$ cat config.mk
export PLATFORM = sky130hd
export DESIGN_NAME = pll_lock_monitor
export DESIGN_NICKNAME = d
export VERILOG_FILES = /design/src/rtl/pll_lock_monitor.sv
export SDC_FILE = /design/constraint.sdc
export NUM_CORES = 1
export LEC_CHECK = 0
export BUFFER_PORTS_ARGS = -buffer_cell sky130_fd_sc_hd__buf_2
export CORE_MARGIN = 3
export CORE_UTILIZATION = 51
export DETAILED_ROUTE_END_ITERATION = 7
export PLACE_DENSITY = 0.84
export SYNTH_ARGS = -nofsm -noshare
export SYNTH_HDL_FRONTEND = slang
export SYNTH_SLANG_ARGS = --single-unit
$ cat constraint.sdc
create_clock -name clk -period 1.8 [get_ports clk]
set_input_delay 0.09 -clock clk [delete_from_list [all_inputs] [get_ports clk]]
set_output_delay 0.09 -clock clk [all_outputs]
set_load 0.02 [all_outputs]
$ cat src/rtl/pll_lock_monitor.sv
// rtl/pll_lock_monitor.sv - PLL lock monitor: counts clk cycles per REF period, gates core reset on lock
module pll_lock_monitor #(
    parameter int RATIO      = 8,
    parameter int TOL        = 1,
    parameter int LOCK_CNT   = 4,
    parameter int UNLOCK_CNT = 2,
    parameter int CNT_W      = 8,
    parameter int TIMEOUT    = 31
) (
    input  logic             clk,
    input  logic             reset,
    input  logic             ref_in,
    input  logic             en_vco,
    output logic             locked,
    output logic             core_reset,
    output logic [CNT_W-1:0] period,
    output logic             period_valid,
    output logic             lock_lost
);

    localparam int GW = $clog2(LOCK_CNT + 1);
    localparam int BW = $clog2(UNLOCK_CNT + 1);
    localparam logic [CNT_W-1:0] LO       = CNT_W'((RATIO > TOL) ? RATIO - TOL : 0);
    localparam logic [CNT_W-1:0] HI       = CNT_W'(RATIO + TOL);
    localparam logic [CNT_W-1:0] TMO      = CNT_W'(TIMEOUT);
    localparam logic [GW-1:0]    GOOD_MAX = GW'(LOCK_CNT);
    localparam logic [BW-1:0]    BAD_MAX  = BW'(UNLOCK_CNT);

    typedef enum logic [1:0] {IDLE, ACQUIRE, MEASURE, LOCKED} state_t;

    state_t           state, state_nx;
    logic             s1, s2, prev;
    logic [CNT_W-1:0] cnt, cnt_nx, period_nx;
    logic [GW-1:0]    good_cnt, good_nx;
    logic [BW-1:0]    bad_cnt, bad_nx;
    logic             pv_nx;
    logic             rise, timeout, good_win;

    assign rise     = s2 & ~prev;
    assign timeout  = (cnt == TMO);
    assign good_win = rise && (cnt >= LO) && (cnt <= HI);

    // core_reset is combinational from reset so the core is held even in the reset cycle
    assign core_reset = reset | ~locked;

    always_ff @(posedge clk) begin
        if (reset) begin
            s1   <= 1'b0;
            s2   <= 1'b0;
            prev <= 1'b0;
        end else begin
            s1   <= ref_in;
            s2   <= s1;
            prev <= s2;
        end
    end

    always_ff @(posedge clk) begin
        if (reset) begin
            state        <= IDLE;
            cnt          <= '0;
            good_cnt     <= '0;
            bad_cnt      <= '0;
            period       <= '0;
            period_valid <= 1'b0;
            locked       <= 1'b0;
            lock_lost    <= 1'b0;
        end else begin
            state        <= state_nx;
            cnt          <= cnt_nx;
            good_cnt     <= good_nx;
            bad_cnt      <= bad_nx;
            period       <= period_nx;
            period_valid <= pv_nx;
            locked       <= (state_nx == LOCKED);
            lock_lost    <= (state == LOCKED) && (state_nx != LOCKED);
        end
    end

    always_comb begin
        state_nx  = state;
        cnt_nx    = cnt;
        good_nx   = good_cnt;
        bad_nx    = bad_cnt;
        period_nx = period;
        pv_nx     = 1'b0;
        if (!en_vco) begin
            state_nx = IDLE;
            cnt_nx   = '0;
            good_nx  = '0;
            bad_nx   = '0;
        end else begin
            case (state)
                IDLE: state_nx = ACQUIRE;
                ACQUIRE: begin
                    // the window in progress when enabled is partial, so it is never measured
                    if (rise) begin
                        cnt_nx   = CNT_W'(1);
                        state_nx = MEASURE;
                    end
                end
                default: begin
                    if (rise || timeout) begin
                        pv_nx     = 1'b1;
                        cnt_nx    = CNT_W'(1);
                        period_nx = rise ? cnt : TMO;
                        if (good_win) begin
                            good_nx = (good_cnt == GOOD_MAX) ? good_cnt : good_cnt + 1'b1;
                            bad_nx  = '0;
                            if (state == MEASURE && good_nx == GOOD_MAX)
                                state_nx = LOCKED;
                        end else begin
                            bad_nx  = (bad_cnt == BAD_MAX) ? bad_cnt : bad_cnt + 1'b1;
                            good_nx = '0;
                            if (state == LOCKED && bad_nx == BAD_MAX)
                                state_nx = MEASURE;
                        end
                    end else begin
                        cnt_nx = cnt + 1'b1;
                    end
                end
            endcase
        end
    end

endmodule

==> flow_summary.ini, run 1 <==
[power_and_ir_drop]
combPwrFrac_pct = 4.9
p_int_mw = 0.849
clkPwrFrac_pct = 35.9
p_leak_nw = 0.619
powerDensity_nw_per_um2 = 633
p_sw_share_pct = 22.6
power_mw = 1.10
ir_drop_mv = 0.750
p_seq_share_pct = 59.2
power_switching_mw = 0.248

[route]
drc = 0
drt_iter0_markers = 72
drt_first_pass_iters = 4
postRouteAntennaNets = 0
wl_um = 3280
wire_per_inst_um = 14.6
vias_per_cell = 6.08
vias = 1367

[setup_path]
cp_num_buf_inv = 1
critPathArrivalTime_ps = 1920
critPathTopFamily = simple AND/OR/NAND/NOR gates
crit_path_start_kind = flip-flop
path_max_fanout = 8
cp_cell_sequence = or4b_4 -> o22ai_4 -> buf_4 -> a21oi_1 -> a311oi_1
critPathMaxStageDelay_ps = 560
slowest_stage = or4b_4
endpoint_kind = flip-flop
crit_type = flip-flop to flip-flop
worstPathRequired_ps = 2040

[sta]
max_slew.worst_pin.slew_ps = 698
final_max_slew_viol_count = 0
finalCritPeriodShare_pct = 93.8
finalHoldViolCount = 0
clock.fmax_ghz = 0.592
slew_headroom_pct = 53.5
period_needed_ps = 1690
rsz0062_at_grt = yes
skew_ps = 5.83
setup_viol = 0

[cells_and_area]
multi_input_area_um2 = 828
num_antenna_cells = 0
fillers = 206
layout_common_cells = dfxtp_1, buf_2, buf_4
seq_area_um2 = 583
nNetsFinal = 205
final_common_cell = dfxtp_1
drive_gt1_share_pct = 26.7
fin_util_pct = 66.3
area_delta_synth_final_pct = 16.5
final_cells = 225

[run_status]
status = completed

[synth]
yosysWarnings = 0
yosysSeqAreaShare_pct = 39.1
synth-main-ff-cell = dfxtp_1
synth_seq_cells = 29
synth_cell_types = 37
syn-instance-count = 168
async_reset_ff_share_pct = 0
synth_top_area_share_pct = 39.1
synth-edff-count = 0
synth_top_cell_by_area = dfxtp_1
synth_area_leaders = dfxtp_1, ha_1, a211oi_2
syn_nets = 178
syn_area_um2 = 1490
syn_avg_cell_area_um2 = 8.85

[clock_network]
cts.sinks = 29
postCtsSetupBuffers = 0
cts_tree = built
clk_pin_slew_worst_paths_ps = 80
clkLatencyLatePin_ps = 330
root_buffer = clkbuf_4
htree_levels = 2
clock_path_buffers = 2
numCtsBuffers = 5

[placement]
hpwlAfterDp_um = 2360
place_inst = 217
place.gp.congestion = 0.833
io_buffers = 15

[global_route]
grt_pass1_vias = 1252
overflow = 0
grt_usage_pct = 20.2
antenna_found_initial = 0
grt_max_degree = 19
grt_pass1_wl_um = 5440

[floorplan]
io_pins = 16
start_util_pct = 56.9
dieArea_um2 = 3600
core-area_um2 = 2610
die-height_um = 60.0
rows = 18
die_w_um = 60.0

[run]
drv_cap = 0

[worst_hold_path]
hold_path_class = primary input to flip-flop
## stage by stage
stage          hold WS (ps)  cell area, um2  setup TNS, ps  worst slack (ps)
2_1_floorplan           218            1490              0              83.4
3_3_place_gp            308            1650              0              90.2
3_5_place_dp            316            1650              0              16.3
4_1_cts                90.1            1710              0              4.45
5_1_grt                 129            1730          -39.8             -32.4
6_report                102            1730              0               112
## synthesized netlist by cell type, drive strengths merged (3+ instances only)
cell type	number
a211oi	9
a21oi	11
a31oi	5
and2	3
buf	6
clkbuf	5
dfxtp	29
ha	6
inv	8
nand2	8
nand2b	6
nand3	6
nand3b	5
nand4	8
nor2	7
nor2b	8
nor3	5
o211ai	3
o21ai	10
or3	6
## layout make-up
class,instances,area share (%)
well taps,30,2.17
clock buffers,7,3.18
multi-input cells,120,47.8
flip-flops and latches,29,33.7
inverters,8,1.73
repair buffers,31,11.4
## state kept, by name (all words and copies together), names as in the netlist
register	flops
period	8
cnt	8
lock_lost	1
prev	1
locked	1
s2	1
period_valid	1
state	2
good_cnt	3
bad_cnt	2
s1	1
## worst register-to-register path, cell delays in order (launching register included)
cell and delay [ps]:
dfxtp_1 390, or4b_4 560, o22ai_4 170, buf_4 180
a21oi_1 70, a311oi_1 240
## cells by family (layout without fill, tap and decap cells)
family          Yosys count  in the layout  share of synthesized area, %
flops                    29             29                          39.1
fa+ha+maj                 6              6                          5.05
xor+xnor                  1              1                         0.589
simple gates             67             67                          26.5
buf+inv                  19             46                          6.48
compound gates           46             46                          22.3
## path summary, 6_finish.rpt
check	to	startpoint	slack, ps	cells after the start
setup reg to reg	period[0]	cnt[6]	110	5
setup / recovery	period[0]	cnt[6]	110	5
hold reg to reg	s2	s1	440	1
hold / removal	lock_lost	en_vco	100	2
## metal layers
metal  wire, um  vias to the layer above  track usage [%]  share of wire [%]
li1           -                      671                -                  -
met1       1400                      642             23.8                 43
met2       1560                       43             32.7                 48
met3        241                       11             5.18                7.3
met4         76                        0             12.3                2.3
met5          0                        -                0                  0
## power groups by stage
stage	combinational (mW)	sequential (mW)	clock, mW
floorplan	0.0337	0.663	0
global placement	0.0490	0.663	0
detailed placement	0.0504	0.664	0
CTS	0.0526	0.648	0.406
global route	0.0582	0.649	0.426
finish	0.0542	0.648	0.393
## timing repair
item | 4_1_cts | 5_1_grt
pin swaps | 2 | 4
resized for setup | 1 | 7
hold buffers | 1 | 0
hold endpoints to repair | 1 | 0
endpoints found under the setup margin | 1 | 21
No activity file was read; power rests on OpenSTA's default activity.
==> run 2: changes to the inputs <==
--- a/config.mk
+++ b/config.mk
@@ -7,9 +7,9 @@
 export LEC_CHECK = 0
 export BUFFER_PORTS_ARGS = -buffer_cell sky130_fd_sc_hd__buf_2
 export CORE_MARGIN = 3
-export CORE_UTILIZATION = 51
+export CORE_UTILIZATION = 61
 export DETAILED_ROUTE_END_ITERATION = 7
-export PLACE_DENSITY = 0.84
+export PLACE_DENSITY = 0.92
 export SYNTH_ARGS = -nofsm -noshare
 export SYNTH_HDL_FRONTEND = slang
 export SYNTH_SLANG_ARGS = --single-unit
==> constraint.sdc (replaced) <==
create_clock -name clk -period 2 [get_ports clk]
set_input_delay 0.1 -clock clk [delete_from_list [all_inputs] [get_ports clk]]
set_output_delay 0.1 -clock clk [all_outputs]
set_load 0.02 [all_outputs]
==> flow_summary.ini, run 2 (synthesis results as in run 1) <==
[run_status]
status = completed

[setup_path]
crit_path_start_kind = flip-flop
crit_type = flip-flop to flip-flop
rrSetupSlack_ps = 110
path_max_fanout = 7
endpoint_kind = flip-flop
critPathArrivalTime_ps = 2130
worstPathRequired_ps = 2240
r2r_start = good_cnt[0]
r2r.worst_path.cells = 6
reg2reg_to = locked

[floorplan]
core-area_um2 = 2250
die_w_um = 55.4
start_util_pct = 65.9
die-height_um = 55.4
dieArea_um2 = 3070
rows = 17
io_pins = 16

[route]
drc = 0
drt_iter0_markers = 38
wl_um = 3380
wire_per_inst_um = 15.8
postRouteAntennaNets = 0
vias_per_cell = 6.42
drt_first_pass_iters = 4
vias = 1374

[cells_and_area]
fillers = 179
stdcell_area_um2 = 1630
reg_top3 = cnt x8, period x8, good_cnt x3
drive_gt1_share_pct = 19.4
nNetsFinal = 195
layout_common_cells = dfxtp_1, buf_2, a21oi_1
fin_util_pct = 72.3
num_antenna_cells = 0
final_common_cell = dfxtp_1
area_delta_synth_final_pct = 9.60

[sta]
fin_tns_setup_ps = 0
holdWs_ps = 114
skew_ps = 8.59
clock.fmax_ghz = 0.528
rsz0062_at_grt = yes
final_max_slew_viol_count = 0
period_needed_ps = 1890
max_slew.worst_pin.slew_ps = 708
finalCritPeriodShare_pct = 94.7
setup_viol = 0
worst_slack_ps = 106
slew_headroom_pct = 52.8
finalHoldViolCount = 0

[placement]
io_buffers = 15
hpwlAfterDp_um = 2560
pre_cts_ws_ps = 48.8
place.gp.congestion = 0.799
place_area_um2 = 1570

[clock_network]
cts_tree = built
postCtsSetupBuffers = 0
clk_pin_slew_worst_paths_ps = 90
clkLatencyLatePin_ps = 330
cts.sinks = 29
htree_levels = 2
root_buffer = clkbuf_4
numCtsBuffers = 5
clock_path_buffers = 2

[power_and_ir_drop]
powerDensity_nw_per_um2 = 586
p_leak_nw = 0.564
ir_drop_mv = 0.562

[global_route]
grt_pass1_vias = 1328
grt_pass1_wl_um = 5810
grt_use_met1_pct = 25.8
antenna_found_initial = 0
grt_usage_pct = 24.2
overflow = 0
met3_usage_pct = 7.94
grtUsageMet2_pct = 41.2
grt-busiest-layer = met2
grt_max_degree = 19

[worst_hold_path]
worstHoldStart = en_vco
hold_end = lock_lost
hold_path_class = primary input to flip-flop
hold_depth = 2

[run]
drv_cap = 0
-- run 2: cell count changes in the layout (fill, tap and decap cells not counted), sizes merged --
cell    delta
buf       -10
clkbuf     +1
-- run 2: worst max-delay path by stage --
stage	start	to	slack, ps	cells after the start
floorplan	good_cnt[0]	locked	280	6
global placement	good_cnt[0]	locked	210	6
detailed placement	good_cnt[0]	locked	50	6
CTS	good_cnt[0]	locked	30	6
global route	good_cnt[0]	locked	-20	6
finish	good_cnt[0]	locked	110	6
-- run 2: cell type report --
| cell class | count | area, um2 | area share [%] |
|---|---|---|---|
| multi-input combinational | 120 | 811 | 49.8 |
| sequential | 29 | 582 | 35.7 |
| timing repair buffer | 21 | 123 | 7.53 |
| clock buffer | 8 | 48.8 | 3.00 |
| tap | 28 | 35.0 | 2.15 |
| inverter | 8 | 30.0 | 1.84 |
-- run 2: layer usage --
layer | routed length, um | vias up | part of all wire (%)
li1 | - | 652 | -
met1 | 1320 | 657 | 39
met2 | 1760 | 44 | 52
met3 | 142 | 21 | 4.2
met4 | 159 | 0 | 4.7
met5 | 0 | - | 0
-- run 2: per-stage QoR --
| stage | power (mW) | cells |
|---|---|---|
| 6_report | 0.955 | 214 |
| 5_1_grt | 0.994 | 214 |
| 4_1_cts | 0.964 | 214 |
| 3_5_place_dp | 0.640 | 205 |
| 3_3_place_gp | 0.638 | 205 |
| 2_1_floorplan | 0.627 | 168 |
-- run 2: critical path, stage by stage (launching register included) --
cell and delay, ps:
dfxtp_2 390, inv_1 70, ha_1 250, or4bb_1 520
a31oi_1 210, o211ai_1 140, a211oi_1 240
-- run 2: what timing repair did --
action / 4_1_cts / 5_1_grt
gates resized for setup: 0 / 3
hold buffers: 1 / 0
endpoints found under the hold margin: 1 / 0
setup endpoints to repair: 0 / 8
-- run 2: power by group --
group	internal (mW)	total, mW	switching (mW)
sequential	0.581	0.584	0.00330
combinational	0.0148	0.0451	0.0302
clock	0.140	0.326	0.186
total	0.735	0.955	0.219
